## src/rtl/mem_pkg.sv

```systemverilog
// Shared types and defaults for the I/D memory arbiter.
package mem_pkg;

  // Default number of 16-bit words in one cache block.
  localparam int BLOCK_WORDS_DEF = 8;

  // Arbiter transaction states.
  typedef enum logic [2:0] {
    IDLE    = 3'd0,
    I_FILL  = 3'd1,
    D_FILL  = 3'd2,
    D_WRITE = 3'd3,
    DONE    = 3'd4
  } arb_state_e;

  // Identifies which cache owns the current transaction.
  typedef enum logic {
    REQ_I = 1'b0,
    REQ_D = 1'b1
  } req_id_e;

  // True for the states that stream block reads.
  function automatic logic is_fill(input arb_state_e s);
    return (s == I_FILL) || (s == D_FILL);
  endfunction

endpackage

```

## src/rtl/mem_arb_counter.sv

```systemverilog
// Loadable counter: clear has priority over increment.
module mem_arb_counter #(
  parameter int W = 4
) (
  input  logic         clk,
  input  logic         rst,
  input  logic         clr_i,
  input  logic         inc_i,
  output logic [W-1:0] cnt_o
);

  logic [W-1:0] cnt_q, cnt_d;

  // Next count: clear wins, otherwise optional +1.
  always_comb begin
    cnt_d = cnt_q;
    if (clr_i)      cnt_d = '0;
    else if (inc_i) cnt_d = cnt_q + 1'b1;
  end

  // Count register with synchronous reset.
  always_ff @(posedge clk) begin
    if (rst) cnt_q <= '0;
    else     cnt_q <= cnt_d;
  end

  assign cnt_o = cnt_q;

endmodule

```

## src/rtl/mem_arbiter.sv

```systemverilog
// Fixed-priority (D over I) arbiter sharing one pipelined 16-bit memory
// between an I-cache fill port and a D-cache fill / write-through port.
module mem_arbiter
  import mem_pkg::*;
#(
  parameter int ADDR_W      = 16,
  parameter int BLOCK_WORDS = BLOCK_WORDS_DEF,
  localparam int IDX_W      = $clog2(BLOCK_WORDS)
) (
  input  logic              clk,
  input  logic              rst,
  input  logic              i_req,
  input  logic [ADDR_W-1:0] i_addr,
  input  logic              d_req,
  input  logic              d_we,
  input  logic [ADDR_W-1:0] d_addr,
  input  logic [15:0]       d_wdata,
  output logic              i_grant,
  output logic              d_grant,
  output logic              fill_valid,
  output logic [IDX_W-1:0]  fill_idx,
  output logic [15:0]       fill_data,
  output logic              i_done,
  output logic              d_done,
  output logic              mem_en,
  output logic              mem_wr,
  output logic [ADDR_W-1:0] mem_addr,
  output logic [15:0]       mem_wdata,
  input  logic [15:0]       mem_rdata,
  input  logic              mem_valid
);

  // Counters are one bit wider than the word index so "all issued" is
  // representable without a separate flag.
  localparam int             CNT_W = IDX_W + 1;
  localparam logic [CNT_W-1:0] BW_C   = CNT_W'(BLOCK_WORDS);
  localparam logic [CNT_W-1:0] LAST_C = CNT_W'(BLOCK_WORDS - 1);

  arb_state_e        state_q, state_d;
  req_id_e           owner_q, owner_d;
  logic [ADDR_W-1:0] addr_q,  addr_d;

  logic [CNT_W-1:0]  issue_cnt, ret_cnt;
  logic              issue_clr, issue_inc, ret_clr, ret_inc;

  mem_arb_counter #(.W(CNT_W)) u_issue_cnt (
    .clk   (clk),
    .rst   (rst),
    .clr_i (issue_clr),
    .inc_i (issue_inc),
    .cnt_o (issue_cnt)
  );

  mem_arb_counter #(.W(CNT_W)) u_ret_cnt (
    .clk   (clk),
    .rst   (rst),
    .clr_i (ret_clr),
    .inc_i (ret_inc),
    .cnt_o (ret_cnt)
  );

  // State, owner and latched request address. d_we is not stored
  // separately: it is captured by choosing D_WRITE vs D_FILL.
  always_ff @(posedge clk) begin
    if (rst) begin
      state_q <= IDLE;
      owner_q <= REQ_I;
      addr_q  <= '0;
    end else begin
      state_q <= state_d;
      owner_q <= owner_d;
      addr_q  <= addr_d;
    end
  end

  // Next-state and all outputs; everything defaults low/zero.
  always_comb begin
    state_d    = state_q;
    owner_d    = owner_q;
    addr_d     = addr_q;
    issue_clr  = 1'b0;
    issue_inc  = 1'b0;
    ret_clr    = 1'b0;
    ret_inc    = 1'b0;
    fill_valid = 1'b0;
    fill_idx   = '0;
    fill_data  = '0;
    i_done     = 1'b0;
    d_done     = 1'b0;
    mem_en     = 1'b0;
    mem_wr     = 1'b0;
    mem_addr   = '0;
    mem_wdata  = '0;

    // Grant covers the whole transaction, DONE cycle included.
    i_grant = (state_q != IDLE) && (owner_q == REQ_I);
    d_grant = (state_q != IDLE) && (owner_q == REQ_D);

    case (state_q)
      IDLE: begin
        issue_clr = 1'b1;
        ret_clr   = 1'b1;
        if (d_req) begin
          owner_d = REQ_D;
          addr_d  = d_addr;
          state_d = d_we ? D_WRITE : D_FILL;
        end else if (i_req) begin
          owner_d = REQ_I;
          addr_d  = i_addr;
          state_d = I_FILL;
        end
      end

      I_FILL, D_FILL: begin
        // Back-to-back issue of every word in the block, then go quiet
        // while the remaining returns drain.
        if (issue_cnt != BW_C) begin
          mem_en    = 1'b1;
          mem_addr  = {addr_q[ADDR_W-1:IDX_W+1], issue_cnt[IDX_W-1:0], 1'b0};
          issue_inc = 1'b1;
        end
        // Returns arrive in issue order, so ret_cnt is the word index.
        if (mem_valid && is_fill(state_q)) begin
          fill_valid = 1'b1;
          fill_idx   = ret_cnt[IDX_W-1:0];
          fill_data  = mem_rdata;
          ret_inc    = 1'b1;
          if (ret_cnt == LAST_C) state_d = DONE;
        end
      end

      D_WRITE: begin
        // Single word write-through, word aligned.
        mem_en    = 1'b1;
        mem_wr    = 1'b1;
        mem_addr  = {addr_q[ADDR_W-1:1], 1'b0};
        mem_wdata = d_wdata;
        state_d   = DONE;
      end

      DONE: begin
        i_done    = (owner_q == REQ_I);
        d_done    = (owner_q == REQ_D);
        issue_clr = 1'b1;
        ret_clr   = 1'b1;
        state_d   = IDLE;
      end

      default: state_d = IDLE;
    endcase
  end

endmodule

```

## config.mk

```make
export PLATFORM = sky130hd
export DESIGN_NAME = mem_arbiter
export DESIGN_NICKNAME = d
export VERILOG_FILES = /design/src/rtl/mem_pkg.sv /design/src/rtl/mem_arb_counter.sv /design/src/rtl/mem_arbiter.sv
export SDC_FILE = /design/constraint.sdc
export NUM_CORES = 1
export LEC_CHECK = 0
export CELL_PAD_IN_SITES_DETAIL_PLACEMENT = 1
export CELL_PAD_IN_SITES_GLOBAL_PLACEMENT = 1
export CORE_ASPECT_RATIO = 1.25
export CORE_MARGIN = 5
export CORE_UTILIZATION = 21
export DETAILED_ROUTE_END_ITERATION = 6
export GPL_TIMING_DRIVEN = 1
export HOLD_SLACK_MARGIN = 0.02
export PLACE_DENSITY_LB_ADDON = 0.1
export SLEW_MARGIN = 20
export SYNTH_ARGS = -nofsm -noshare
export SYNTH_HDL_FRONTEND = slang
export SYNTH_SLANG_ARGS = --single-unit
```

## constraint.sdc

```tcl
create_clock -name clk -period 1.7 [get_ports clk]
set_clock_uncertainty 0.05 [all_clocks]
set_input_delay 0.34 -clock clk [delete_from_list [all_inputs] [get_ports clk]]
set_output_delay 0.34 -clock clk [all_outputs]
set_load 0.02 [all_outputs]
```

**After elaboration in Yosys (flattened, before gate mapping)**

Cells that the tools add are included.

- Flip-flop bits (word level): 28
- Bits of input ports: 70
- Output and inout bits: 58

- Eq/ne operators: 9
- Bitwise gates (word level): 1
- Add/subtract/negate cells: 2
- Reductions and logical operators: 12
- Multiplexer cells: 26

Operator list:

| operator | count |
|---|---|
| 16-bit 2-to-1 mux | 6 |
| 16-bit one-hot mux with 2 select lines | 1 |
| 3-bit 2-to-1 mux | 6 |
| 1-bit 2-to-1 mux | 11 |
| 3-bit one-hot mux with 3 select lines | 1 |
| 4-bit by 1-bit adder with 4-bit output, second input constant | 2 |
| 3-bit by 2-bit == test with 1-bit output, second input constant | 2 |
| 2-bit OR reduction | 3 |
| 4-bit by 3-bit == test with 1-bit output, second input constant | 1 |
| 2-bit inequality test, second input constant | 2 |
| 4-bit inequality test, second input constant | 1 |
| 3-bit by 1-bit == test with 1-bit output, second input constant | 1 |
| 3-bit == test, second input constant | 1 |
| 1-bit logical AND | 3 |
| 3-bit logical NOT | 1 |
| 3-bit inequality test, second input constant | 1 |
| 3-bit AND reduction | 1 |
| 3-bit nonzero test | 1 |
| 1-bit one-hot mux with 2 select lines | 1 |
| 2-bit AND reduction | 1 |
| 2-bit nonzero test | 1 |
| 1-bit logical OR | 1 |
| 1-bit inverter | 1 |

**Depth between registers and ports, before layout**

Gate-level depths: netlist of the first run.

- Depth in word-level cells: 5
- Gate-level depth with buffers: 7
- Mapped depth without buffers: 5

**Cells and area by module**

A second synthesis of the first run with hierarchy kept.

- Cells, all modules: 204
- Area total of the unflattened synthesis: 1,803.0 um^2

By module, submodules not included:

| module | cells an instance | area each (um^2) | instances |
|---|---|---|---|
| mem_arbiter | 170 | 1,447.6 | 1 |
| mem_arb_counter | 17 | 177.7 | 2 |

**Least setup slack after synthesis of the first run**

OpenSTA, ideal clock, no wires.

- Kind: register to output
- Start: register u_issue_cnt.cnt_q[0], in the netlist u_issue_cnt.cnt_o[0]
- End: output mem_addr[10]
- Slack: -0.430 ns
- Data arrival time: 1.740 ns
- Cell stages (with the launch flop): 7
- Path buffers: 1
- Required time: 1.310 ns
- Cell sequence: dfxtp_1 -> inv_1 -> ha_1 -> and3b_1 -> o21a_1 -> clkbuf_1 -> nor3b_1

- Word-level cells in the longest chain between the ends: 3

Ends and longest elaborated chain:

| item | RTL line | text |
|---|---|---|
| from (decl) | mem_arb_counter.sv:12 | `logic [W-1:0] cnt_q, cnt_d;` |
| from (signal assigned) | mem_arb_counter.sv:24 | `else cnt_q <= cnt_d;` |
| 4-bit inequality test | mem_arbiter.sv:117 | `if (issue_cnt != BW_C) begin` |
| 16-bit 2-to-1 mux | mem_arbiter.sv:117 |  |
| 16-bit one-hot mux with 2 select lines | mem_arbiter.sv:99 | `case (state_q)` |
| to (decl) | mem_arbiter.sv:27 | `output logic [ADDR_W-1:0] mem_addr,` |

Every way passes these cells.

**Worst setup path after layout of the first run**

- Start: register u_issue_cnt.cnt_q[1], in the netlist u_issue_cnt.cnt_o[1]
- End: output mem_addr[11]

The elaborated chain is that of the path after synthesis.

==> reports/results.txt, run 1 <==
Tot Pwr: 2380 uW
Max Cap Violations: 0
clock transition at the registers of the reported paths: 0.09 ns
initial antenna violation count: 0
detailed-route wire length on metal 1: 2970 um
hold buffers post-CTS: 0
Max Used Layer: met4
Die Y: 114 um
ratio of cells with drive above 1 in the final layout: 55.3%
switching share of power: 33.0%
total wire length: 7780 um
Vias: 2212
metal3 WL: 366 um
CP endpoint kind: primary output
Row Count: 38
Synth Cell Area: 1810 um2
first-pass GRT wire length: 11600 um
final hold vios: 0
Max Root-Sink Buffers: 2
Synth async-reset ratio: 0%
Final setup viols: 59
Layout Nets: 454
sequential share of the synthesized area: 29.8%
met2 WL: 4360 um
TritonCTS clock tree: yes
Clock Power Share: 16.0%
Post-DRT Antenna Nets: 0
largest net degree at the start of global routing: 20
non-filler instance count after layout: 480
Crit path required time: 1.31 ns
Layout fillers: 947
drt wl/cell: 16.2 um
area grow syn2layout: 130%
Leak Pwr: 0.00175 uW
Ys Warns: 0
Via density: 4.61
register share of total power: 30.9%
largest area contributor in the netlist: dfxtp_1
CTS buffer count: 3
Util after Layout: 48.8%
vias in the first global route: 2345
Port Buffer Count: 124
ANT cells: 0
synth top area cells: dfxtp_1, and2_1, mux2i_1, a211oi_2, a21oi_1
placed cell count: 448
post-synthesis sequential element count: 27
Detailed Place HPWL: 5440 um
Final Critical Period: 2.14 ns
dpl ws: -0.615 ns
number of synthesized flops with an enable pin: 0
Pre-antenna DRT Iters: 4
Die W: 93.1 um
VDD IR-drop max: 0.000471 V
final max-slew violation count: 0
Core Area: 8560 um2
CTS Root Buffer Type: clkbuf_8
Sw Pwr: 786 uW
All-Layer GR Usage: 13.7%
gr ovfl total: 0
Comb power frac: 53.1%
setup TNS: -11.15 ns
die area: 10600 um2
Synth Flop Type: dfxtp_1
Syn Inst Count: 212
Worst Setup Start Kind: flip-flop
Cell Int Power: 1600 uW
worst hold path class: reg -> reg
Hold Path Stages: 2
status: finished, violations left
fmax: 468 MHz
Worst-Skew Late Latency: 0.28 ns
initial core utilization: 21.2%
Final Cycle Share: 126%
I/O pins: 128
failing checks: setup timing
DR iter-0 viols: 39
Synth cell types: 43
PwrDens: 571 nW/um2
syn nets: 285
final worst slack: -0.435 ns
Worst R2R Path Depth: 8
CTS H-tree depth: 1
critical path class: reg -> out
# DRC: 0
RSZ-0062 raised after global routing: yes
Clock Sinks: 27
Syn Area/Cell: 8.56 um2
crit-path max FO: 6
Yosys top cell area share: 29.8%
gpl congestion: 0.730
Critical Path AT: 1.75 ns
Yosys cell counts (2+ instances only):
cell type  count
ha_1           3
clkbuf_1       9
buf_6          4
o31ai_1        3
nand3_1        3
buf_2          4
a211oi_1       5
nor2_1         8
mux2i_1       17
nor2b_1        2
or4_1          3
a211oi_2      10
and2_1        35
nor3b_1       12
buf_4          2
o21ai_0        4
nand2b_1       2
a21oi_1       23
nand2_1        8
a22o_1         2
dfxtp_1       27
inv_1          5
cell type report:
type	instances	area (um2)	share of cell area, %
Tap cell	100	125	3.00
Sequential cell	27	554	13.3
Multi-Input combinational cell	161	1490	35.7
Timing Repair Buffer	183	1940	46.4
Inverter	5	18.8	0.450
Clock buffer	4	45.0	1.08
cells in the final DEF, fill, tap and decap left out, types with 2 or more instances in the layout:
cell,n
ha_1,2
a211oi_2,15
nand2_1,7
nand3_1,3
buf_4,31
nor3b_2,3
o31ai_1,3
or4_1,3
and2_4,37
clkbuf_8,3
dfxtp_4,3
a22o_1,2
buf_12,5
nor3b_4,9
nor3_4,2
buf_8,2
nor2_1,3
o21ai_0,3
a21oi_1,23
inv_1,3
buf_6,76
dfxtp_1,22
mux2i_1,17
clkdlybuf4s50_1,66
clkbuf_16,2
dfxtp_2,2
nor2_4,4
inv_2,2
cell families after synthesis:
logic type	after synthesis	share of synthesized area [%]
AO/OA/AOI/OAI	54	22.1
XOR/XNOR	1	0.483
adder cells (fa/ha/maj)	3	2.07
buffers and inverters	25	7.52
flip-flops	27	29.8
multiplexers	17	9.38
other	1	0.207
AND/OR/NAND/NOR	84	28.5
repair_timing:
action	4_1_cts	5_1_grt
cloned	4	2
resized for setup	405	40
buffers inserted	15	11
setup endpoints to repair	72	72
pin swaps	11	35
per-layer routing:
metal,vias to the layer above,track usage [%]
met5,-,0
li1,1084,-
met2,68,26.6
met4,0,3.81
met1,1056,14.9
met3,4,2.24
state kept, by name (all words and copies together), names as in the netlist:
signal             count
addr_q                15
owner_q                1
state_q                3
u_issue_cnt.cnt_o      4
u_ret_cnt.cnt_o        4
per-stage QoR:
stage	cell area, um2	hold WS, ns
3_3_place_gp	3460	0.414
5_1_grt	4170	0.467
2_1_floorplan	1970	0.398
4_1_cts	3950	0.437
3_5_place_dp	3460	0.422
6_report	4170	0.433
power by group through the flow:
stage | registers, uW | clock network (uW) | logic (uW)
after global placement | 744 | 0 | 934
after floorplan | 729 | 0 | 521
final | 736 | 380 | 1270
after CTS | 736 | 404 | 1150
after global routing | 745 | 425 | 1340
after detailed placement | 745 | 0 | 944
final timing paths:
path,start,to,slack (ns)
worst min register to register,u_ret_cnt.cnt_o[3]$_SDFFE_PP0P_,u_ret_cnt.cnt_o[3]$_SDFFE_PP0P_,0.43
worst min-delay path,u_ret_cnt.cnt_o[3]$_SDFFE_PP0P_,u_ret_cnt.cnt_o[3]$_SDFFE_PP0P_,0.43
worst max register to register,state_q[2]$_SDFFE_PP0P_,addr_q[8]$_SDFFE_PP0P_,0
worst max-delay path,u_issue_cnt.cnt_o[1]$_SDFFE_PP0P_,mem_addr[11],-0.44
critical path, cell delays in order, from the launching register on:
cell and delay (ns):
dfxtp_2 0.34, inv_2 0.05, ha_4 0.15, and3b_1 0.18, o21a_2 0.23, buf_12 0.15
nor3b_4 0.22, buf_6 0.15
Power figures use the tool's default switching activity.
==> run 2: changes to the inputs <==
--- a/config.mk
+++ b/config.mk
@@ -5,6 +5,7 @@
 export SDC_FILE = /design/constraint.sdc
 export NUM_CORES = 1
 export LEC_CHECK = 0
+export ABC_CLOCK_PERIOD_IN_PS = 1700
 export CELL_PAD_IN_SITES_DETAIL_PLACEMENT = 1
 export CELL_PAD_IN_SITES_GLOBAL_PLACEMENT = 1
 export CORE_ASPECT_RATIO = 1.25
==> results of run 2 <==
Same layout as run 1: the final DEF is identical, and so are final timing and power.
